File: config.mk
export PLATFORM = sky130hd
export DESIGN_NAME = shape_processor_arbiter
export DESIGN_NICKNAME = d
export VERILOG_FILES = /design/src/rtl/shape_processor_arbiter.sv
export SDC_FILE = /design/constraint.sdc
export NUM_CORES = 1
export LEC_CHECK = 0
export ABC_AREA = 1
export BUFFER_PORTS_ARGS = -buffer_cell sky130_fd_sc_hd__buf_2
export CAP_MARGIN = 20
export CORE_MARGIN = 2
export CORE_UTILIZATION = 43
export DETAILED_ROUTE_END_ITERATION = 7
export PLACE_DENSITY = 0.76
export SLEW_MARGIN = 20
export SYNTH_ARGS = -nofsm -noshare
export SYNTH_HDL_FRONTEND = slang
export SYNTH_SLANG_ARGS = --single-unit
File: constraint.sdc
create_clock -name clk -period 1.25 [get_ports clk]
set_clock_uncertainty 0.15 [all_clocks]
set_input_delay 0.125 -clock clk [delete_from_list [all_inputs] [get_ports clk]]
set_output_delay 0.125 -clock clk [all_outputs]
set_load 0.01 [all_outputs]
File: src/rtl/shape_processor_arbiter.sv
// -----------------------------------------------------------------------------
// shape_processor_arbiter
//
// Shares a single shape_processor between NUM_REQ requesters. A granted
// request's SHAPE/OPERATION pair is written into the processor's CTRL SFR,
// the processor's error flag is sampled on the following cycle, and after a
// fixed wait the result is read back and returned to the requester.
// Round-robin grant with a single outstanding transaction.
//
// Parameters:
//   NUM_REQ      number of requesters (2..8)
//   WAIT_CYCLES  idle cycles between the CTRL write and the result read (1..15)
//
// Ports:
//   clk            clock
//   rst_n          asynchronous active-low reset
//   req_valid      per-requester request valid
//   req_ready      per-requester accept (combinational, one-hot or zero)
//   req_shape      2-bit SHAPE field per requester (slice i = requester i)
//   req_operation  5-bit OPERATION field per requester (slice i = requester i)
//   resp_valid     one-cycle response pulse to the granted requester
//   resp_data      result, valid with resp_valid
//   resp_error     error flag, valid with resp_valid
//   write          CTRL SFR write strobe to shape_processor
//   write_data     CTRL word: [17:16]=SHAPE, [4:0]=OPERATION, rest 0
//   read           result read strobe to shape_processor
//   read_data      result from shape_processor (valid the cycle after read)
//   error          processor error flag (valid the cycle after write)
//
// Optional feature (compile-time macro):
//   SHAPE_PROCESSOR_ARBITER_LEGALITY_CHECK_EN
//     When defined, illegal SHAPE/OPERATION combinations are rejected in IDLE
//     and answered with resp_error=1 one cycle after accept, without touching
//     the processor. When undefined, every request is forwarded and
//     illegality is reported only through the processor's error flag.
// -----------------------------------------------------------------------------
module shape_processor_arbiter #(
    parameter int NUM_REQ     = 2,
    parameter int WAIT_CYCLES = 2
) (
    input  logic                   clk,
    input  logic                   rst_n,
    input  logic [NUM_REQ-1:0]     req_valid,
    output logic [NUM_REQ-1:0]     req_ready,
    input  logic [2*NUM_REQ-1:0]   req_shape,
    input  logic [5*NUM_REQ-1:0]   req_operation,
    output logic [NUM_REQ-1:0]     resp_valid,
    output logic [31:0]            resp_data,
    output logic                   resp_error,
    output logic                   write,
    output logic [31:0]            write_data,
    output logic                   read,
    input  logic [31:0]            read_data,
    input  logic                   error
);

    localparam int IDX_W = (NUM_REQ > 1) ? $clog2(NUM_REQ) : 1;

    typedef enum logic [2:0] {
        ST_IDLE,
        ST_WRITE,
        ST_ERRCHK,
        ST_WAIT,
        ST_READ,
        ST_CAPTURE,
        ST_RESP
    } state_t;

    state_t             state_reg, state_next;
    logic [IDX_W-1:0]   rr_reg;
    logic [IDX_W-1:0]   grant_reg;
    logic [1:0]         shape_reg;
    logic [4:0]         op_reg;
    logic [3:0]         cnt_reg;
    logic [31:0]        resp_data_reg;
    logic               resp_error_reg;

    logic               any_valid;
    logic [IDX_W-1:0]   grant_idx;
    logic [IDX_W-1:0]   cand;
    logic [1:0]         sel_shape;
    logic [4:0]         sel_op;
    logic               accept_illegal;

    logic [1:0]         shape_arr [NUM_REQ];
    logic [4:0]         op_arr    [NUM_REQ];

    // Split the packed request buses into per-requester fields and build the
    // one-hot ready/response vectors.
    generate
        for (genvar gi = 0; gi < NUM_REQ; gi++) begin : g_req
            assign shape_arr[gi]  = req_shape[2*gi +: 2];
            assign op_arr[gi]     = req_operation[5*gi +: 5];
            // rst_n gating keeps ready low while reset is held, even though
            // the FSM already sits in IDLE.
            assign req_ready[gi]  = rst_n && (state_reg == ST_IDLE) && any_valid
                                    && (grant_idx == IDX_W'(gi));
            assign resp_valid[gi] = (state_reg == ST_RESP) && (grant_reg == IDX_W'(gi));
        end
    endgenerate

    // Round-robin search: scan from farthest to nearest position after the
    // pointer so the nearest valid requester is the last one assigned.
    always_comb begin
        any_valid = |req_valid;
        grant_idx = '0;
        cand      = '0;
        for (int k = NUM_REQ; k >= 1; k--) begin
            cand = IDX_W'((int'(rr_reg) + k) % NUM_REQ);
            if (req_valid[cand]) begin
                grant_idx = cand;
            end
        end
    end

    assign sel_shape = shape_arr[grant_idx];
    assign sel_op    = op_arr[grant_idx];

`ifdef SHAPE_PROCESSOR_ARBITER_LEGALITY_CHECK_EN
    function automatic logic legal_req(input logic [1:0] s, input logic [4:0] o);
        logic is_rect;
        logic is_tri;
        is_rect = (s == 2'b01);
        is_tri  = (s == 2'b10);
        case (o)
            5'b00000, 5'b00001: return is_rect || is_tri;  // PERIMETER, AREA
            5'b01000:           return is_rect;            // IS_SQUARE
            5'b10000, 5'b10001: return is_tri;             // IS_EQUILATERAL/ISOSCELES
            default:            return 1'b0;
        endcase
    endfunction

    assign accept_illegal = !legal_req(sel_shape, sel_op);
`else
    assign accept_illegal = 1'b0;
`endif

    // State register
    always_ff @(posedge clk or negedge rst_n) begin
        if (!rst_n) begin
            state_reg <= ST_IDLE;
        end else begin
            state_reg <= state_next;
        end
    end

    // Next-state logic
    always_comb begin
        state_next = state_reg;
        case (state_reg)
            ST_IDLE:    if (any_valid) state_next = accept_illegal ? ST_RESP : ST_WRITE;
            ST_WRITE:   state_next = ST_ERRCHK;
            ST_ERRCHK:  state_next = error ? ST_RESP : ST_WAIT;
            ST_WAIT:    if (cnt_reg == 4'd1) state_next = ST_READ;
            ST_READ:    state_next = ST_CAPTURE;
            ST_CAPTURE: state_next = ST_RESP;
            ST_RESP:    state_next = ST_IDLE;
            default:    state_next = ST_IDLE;
        endcase
    end

    // Outputs decoded from state
    always_comb begin
        write      = (state_reg == ST_WRITE);
        read       = (state_reg == ST_READ);
        write_data = write ? {14'd0, shape_reg, 11'd0, op_reg} : 32'd0;
        resp_data  = resp_data_reg;
        resp_error = resp_error_reg;
    end

    // Datapath: latched request fields, wait counter and response registers.
    // resp_data is only meaningful with resp_valid, so it is left holding its
    // last value between transactions.
    always_ff @(posedge clk or negedge rst_n) begin
        if (!rst_n) begin
            rr_reg         <= IDX_W'(NUM_REQ - 1);
            grant_reg      <= '0;
            shape_reg      <= '0;
            op_reg         <= '0;
            cnt_reg        <= '0;
            resp_data_reg  <= '0;
            resp_error_reg <= 1'b0;
        end else begin
            case (state_reg)
                ST_IDLE: begin
                    if (any_valid) begin
                        grant_reg      <= grant_idx;
                        rr_reg         <= grant_idx;
                        shape_reg      <= sel_shape;
                        op_reg         <= sel_op;
                        resp_error_reg <= accept_illegal;
                        if (accept_illegal) begin
                            resp_data_reg <= '0;
                        end
                    end
                end
                ST_ERRCHK: begin
                    if (error) begin
                        resp_error_reg <= 1'b1;
                        resp_data_reg  <= '0;
                    end else begin
                        cnt_reg <= 4'(WAIT_CYCLES);
                    end
                end
                ST_WAIT: begin
                    cnt_reg <= cnt_reg - 4'd1;
                end
                ST_CAPTURE: begin
                    resp_data_reg <= read_data;
                end
                default: begin
                end
            endcase
        end
    end

endmodule

# After elaboration in Yosys (flattened, before gate mapping)
# Index checks and enable logic that the tools add are counted.
# Widths: inputs -> output; s select.
# op_classes
addsub	3
order_cmp	3
n_eq_ne	11
muxes	24
n_bitwise	3
n_reduce_logical	16
# op_table
operator	n
$pmux 32 s2	1
$mux 32	1
$mux 18	1
$pmux 3 s6	1
$mux 5	3
$eq 3x3->1 const B	3
$mux 3	3
$mux 1	8
$ne 2x2->1 const B	4
$pmux 4 s2	1
$reduce_and 2->1	4
$eq 3x2->1 const B	2
$logic_and 1x1->1	6
$mux 2	3
$reduce_bool 2->1	3
$eq 4x1->1 const B	1
$lt 1x2->1 const B	2
$mux 4	1
$sub 4x1->4 const B	1
$eq 3x1->1 const B	1
$logic_not 3->1	1
$reduce_and 3->1	1
$add 1x1->1 const B	2
$ge 2x2->1 const B	1
4 further kinds	5
# totals
reg_bits	49
in_bits	51
output_inout_bits	71
elab_cells	68

# Depth between registers and ports, before layout
# depth
depth_word	9
mapped_depth	8
depth_no_buf	7

# Worst setup path after synthesis
# OpenSTA, ideal clock, no wires.
# synth_timing
kind	register -> output
startpoint	register rr_reg
endpoint	output port req_ready[0]
arrival_ns	1.089
path_slack_ns	-0.114
path_stages_with_launch	5
path_buffers	0
path_cell_list	dfstp_2 nand2_1 nand2_1 nand2_1 nor2_1
# synth_via
elab_chain_len	7
word_cells_on_any_way	10
# synth_lines
element	line	source
start, declared	70	logic [IDX_W-1:0] rr_reg;
start signal, assigned	176	rr_reg <= IDX_W'(NUM_REQ - 1);
start signal, assigned	188	rr_reg <= grant_idx;
$add 1x1->1	109	cand = IDX_W'((int'(rr_reg) + k) % NUM_REQ);
$mux 1 (not written as such) (2 in series)	110	if (req_valid[cand]) begin
$mux 1	110	
$mux 1 (*)	110	
$not 1->1 (*)	97	&& (grant_idx == IDX_W'(gi));
$logic_and 1x1->1 (*)	97	
end, declared	44	output logic [NUM_REQ-1:0] req_ready,
# Every way passes the cells marked *; elsewhere a longest branch is shown, timed or not. The select of a mux whose other input is x is not followed.

# Worst setup path after layout
# layout_timing
startpoint	register state_reg[0]
endpoint	register resp_data_reg[31] (netlist: resp_data[31])
# layout_via
elab_chain_len	3
word_cells_on_any_way	6
# layout_lines
element	line	source
start, declared	69	state_t state_reg, state_next;
start signal, assigned	143	state_reg <= state_next;
$eq 3x2->1 / $eq 3x3->1 (equally long branches)	184	case (state_reg)
$ne 2x2->1 (no line) / $reduce_bool 2->1 (equally long branches)	-	
$reduce_and 2->1 (no line)	-	
end signal, assigned	209	resp_data_reg <= read_data;
end, declared	75	logic [31:0] resp_data_reg;
# Several ways; a longest one is shown, not always the timed one.
# A chain may end at the register's enable or synchronous reset.

==> results.sh <==
export IMPL_timing_max_cap_violations=0
export IMPL_critPathKind="flip-flop to flip-flop"
export IMPL_critPathSlowestCell="dfrtp_2"
export IMPL_outcome="complete, but fails checks"
export IMPL_synth_largest_area_cell="dfrtp_1"
export IMPL_yosys_warnings=0
export IMPL_crit_required_ns=1.29
export IMPL_path_max_fanout=7
export IMPL_cp_arrival_ns=1.67
export IMPL_drc=0
export IMPL_violations="negative setup slack"
export IMPL_die_w_um=85.2
export IMPL_syn_area_mm2=0.00283
export IMPL_io_pins=122
export IMPL_cts_tree="yes"
export IMPL_antenna_found_initial=0
export IMPL_num_nets_final=527
export IMPL_critical_path_most_common_cell="buf_4"
export IMPL_syn_inst=306
export IMPL_power_leakage_nw=2.29
export IMPL_crit_chain="buf_4 -> buf_4 -> nor2_4 -> nand2_4 -> buf_6 -> buf_12 -> nand3_2 -> nand2_2"
export IMPL_hpwl_um=4430
export IMPL_power_density_mw_per_mm2=1930
export IMPL_async_reset_ff_share_pct=100
export IMPL_cts_sinks=49
export IMPL_rr_worst_depth=8
export IMPL_post_route_period_util_pct=131
export IMPL_finalWorstSetupSlack_ns=-0.383
export IMPL_hold_depth=5
export IMPL_setup_viol=61
export IMPL_start_util_pct=44.6
export IMPL_hold_viol=0
export IMPL_coreArea_mm2=0.00635
export IMPL_h_tree_depth=2
export IMPL_grt_overflow_total=0
export IMPL_drt_total_wl_um=7320
export IMPL_drtIter0Drc=30
export IMPL_grt_use_total_pct=20.5
export IMPL_postSynthAreaPerCell_um2=9.26
export IMPL_grt_max_degree=48
export IMPL_rsz0062_at_grt="true"
export IMPL_critPathCaptureType="flip-flop"
export IMPL_fin_cells=552
export IMPL_port_buffer_count=96
export IMPL_ys_seq_area_share_pct=43.3
export IMPL_gp_congestion=0.828
export IMPL_grt_pass1_wl_um=11800
export IMPL_synthDistinctLibCells=26
export IMPL_dpl_worst_slack_ns=-0.157
export IMPL_ir_drop_mv=1.11
export IMPL_drtPass1Iterations=4
export IMPL_synth_top_area_share_pct=42.4
export IMPL_path_clk_slew_ns=0.10
export IMPL_via_per_inst=4.55
export IMPL_ant_nets=0
export IMPL_cpPeakStageDelay_ns=0.44
export IMPL_cp_start_kind="flip-flop"
export IMPL_regToRegSetupSlack_ns=-0.38
export IMPL_hold_class="input pin to flip-flop"
export IMPL_slew_violations=0
export IMPL_cp_top_family="buffers and inverters"
export IMPL_cts_root_buf="clkbuf_8"
export IMPL_post_drt_wl_per_cell_um=13.3
export IMPL_synth_seq_cells=49
export IMPL_std_cell_rows=29
export IMPL_synth_edf_count=0
export IMPL_fillers=452
export IMPL_cts_made_buffers=5
export IMPL_placed_cells=489
export IMPL_largest_reg_flops=32
export IMPL_vias=2512
export IMPL_areaGrowthSynthToFinish_pct=53.1
export IMPL_num_antenna_cells=0
export IMPL_final_min_clock_period_ns=1.63
export IMPL_design_die_area_mm2=0.00726
export IMPL_die_h_um=85.2
export IMPL_grt_pass1_vias=2506
export IMPL_synth_flop_cell="dfrtp_1"
export IMPL_drive_above_1_share_pct=58.5
export IMPL_insertion_delay_ns=0.30
export IMPL_yosys_top_cells_area="dfrtp_1, nand2_2, nand3_2"
export IMPL_worst_path_stages=8
export IMPL_fmax_ghz=0.613
export IMPL_path_buf_inv=4
export IMPL_cts_buffer_depth=2
-- power by group --
part | switching (mW) | internal (mW) | total (mW)
combinational | 2.43 | 2.17 | 4.61
clock | 0.533 | 0.653 | 1.19
sequential | 0.391 | 2.19 | 2.58
total | 3.36 | 5.01 | 8.37
-- tightest hold or removal path: stages --
cell	delay, ns
buf_2	0.07
nand3_1	0.06
nand2_1	0.06
nand2_1	0.04
o21ai_1	0.06
-- cells in the final DEF (no fill, tap or decap) --
master	n
dlygate4sd3_1	40
conb_1	25
inv_2	5
a21oi_1	1
dfstp_2	1
clkinv_4	1
clkbuf_8	6
xnor2_1	1
bufinv_16	1
buf_16	3
nand3_1	13
inv_1	15
nor2_4	6
buf_4	17
nand2_4	3
o21ai_1	8
inv_4	2
nand3_4	1
buf_8	1
buf_12	10
o21ai_2	4
ha_1	2
nand2_1	37
dfrtp_1	45
a21oi_2	1
nand3_2	30
a22oi_2	1
nor2_1	8
nor2_2	10
nand4_1	1
o21ai_4	1
buf_2	95
nand2_8	1
clkbuf_1	1
buf_6	8
nand2_2	67
dfrtp_2	3
-- Yosys cell counts, types with 2 or more instances --
cell type,n
nand2_1,44
o21ai_2,2
nand2_2,63
nand3_1,14
dfrtp_1,48
buf_4,29
buf_12,3
nor2_4,2
nand3_2,30
ha_1,2
a21oi_1,2
nor2_2,3
inv_2,6
o21ai_1,10
inv_1,16
buf_6,4
nor2_1,19
-- cell type report --
| cell class | instances | area [um2] | area share (%) |
|---|---|---|---|
| Multi-Input combinational cell | 221 | 1410 | 32.4 |
| Tap cell | 77 | 96.3 | 2.22 |
| Clock buffer | 7 | 86.3 | 1.99 |
| Sequential cell | 49 | 1230 | 28.4 |
| Inverter | 23 | 96.3 | 2.22 |
| Timing Repair Buffer | 174 | 1390 | 32.1 |
| Clock inverter | 1 | 30.0 | 0.692 |
-- path summary, 6_finish.rpt --
path | startpoint | end
worst max-delay path | state_reg[0] | resp_data[31]
worst min-delay path | req_shape[2] | shape_reg[0]
worst min register to register | rr_reg | rr_reg
min in group asynchronous | rst_n | grant_reg
worst max register to register | state_reg[0] | resp_data[31]
max in group asynchronous | rst_n | state_reg[1]
-- routing by layer --
layer | vias up | global-route usage, % | share of wire (%)
li1 | 1247 | - | -
met1 | 1180 | 24.9 | 41
met2 | 80 | 37.9 | 54
met3 | 5 | 3.99 | 4.8
met4 | 0 | 3.61 | 0.46
met5 | - | 0 | 0
-- metrics by stage --
step	utilization [%]	hold slack [ns]	setup TNS, ns	power [mW]	instance area, um2
2_1_floorplan	-	-0.321	-3.97	4.97	2960
3_3_place_gp	54.9	-0.179	-3.70	6.08	3490
3_5_place_dp	54.9	-0.176	-4.88	6.19	3490
4_1_cts	67.5	0.0131	-13.86	8.18	4290
5_1_grt	68.3	0.0446	-19.68	8.93	4340
6_report	68.3	0.0169	-16.50	8.37	4340
-- cell families after synthesis --
family	synth area share [%]
and+or+nand+nor	37.4
buffers and inverters	14.8
DFF	43.3
AOI/OAI and AO/OA	3.18
adders and majority gates	0.883
xor gates and xnor gates	0.309
other	0.132
-- what timing repair did --
item                       4_1_cts  5_1_grt
gates resized for setup         28       14
setup buffers                   11        2
hold buffers                    40        0
cloned                           3        0
hold endpoints to repair        88        0
setup endpoints to repair       61       62
pin swaps                        7        4
(Power assumes the default switching activity.)
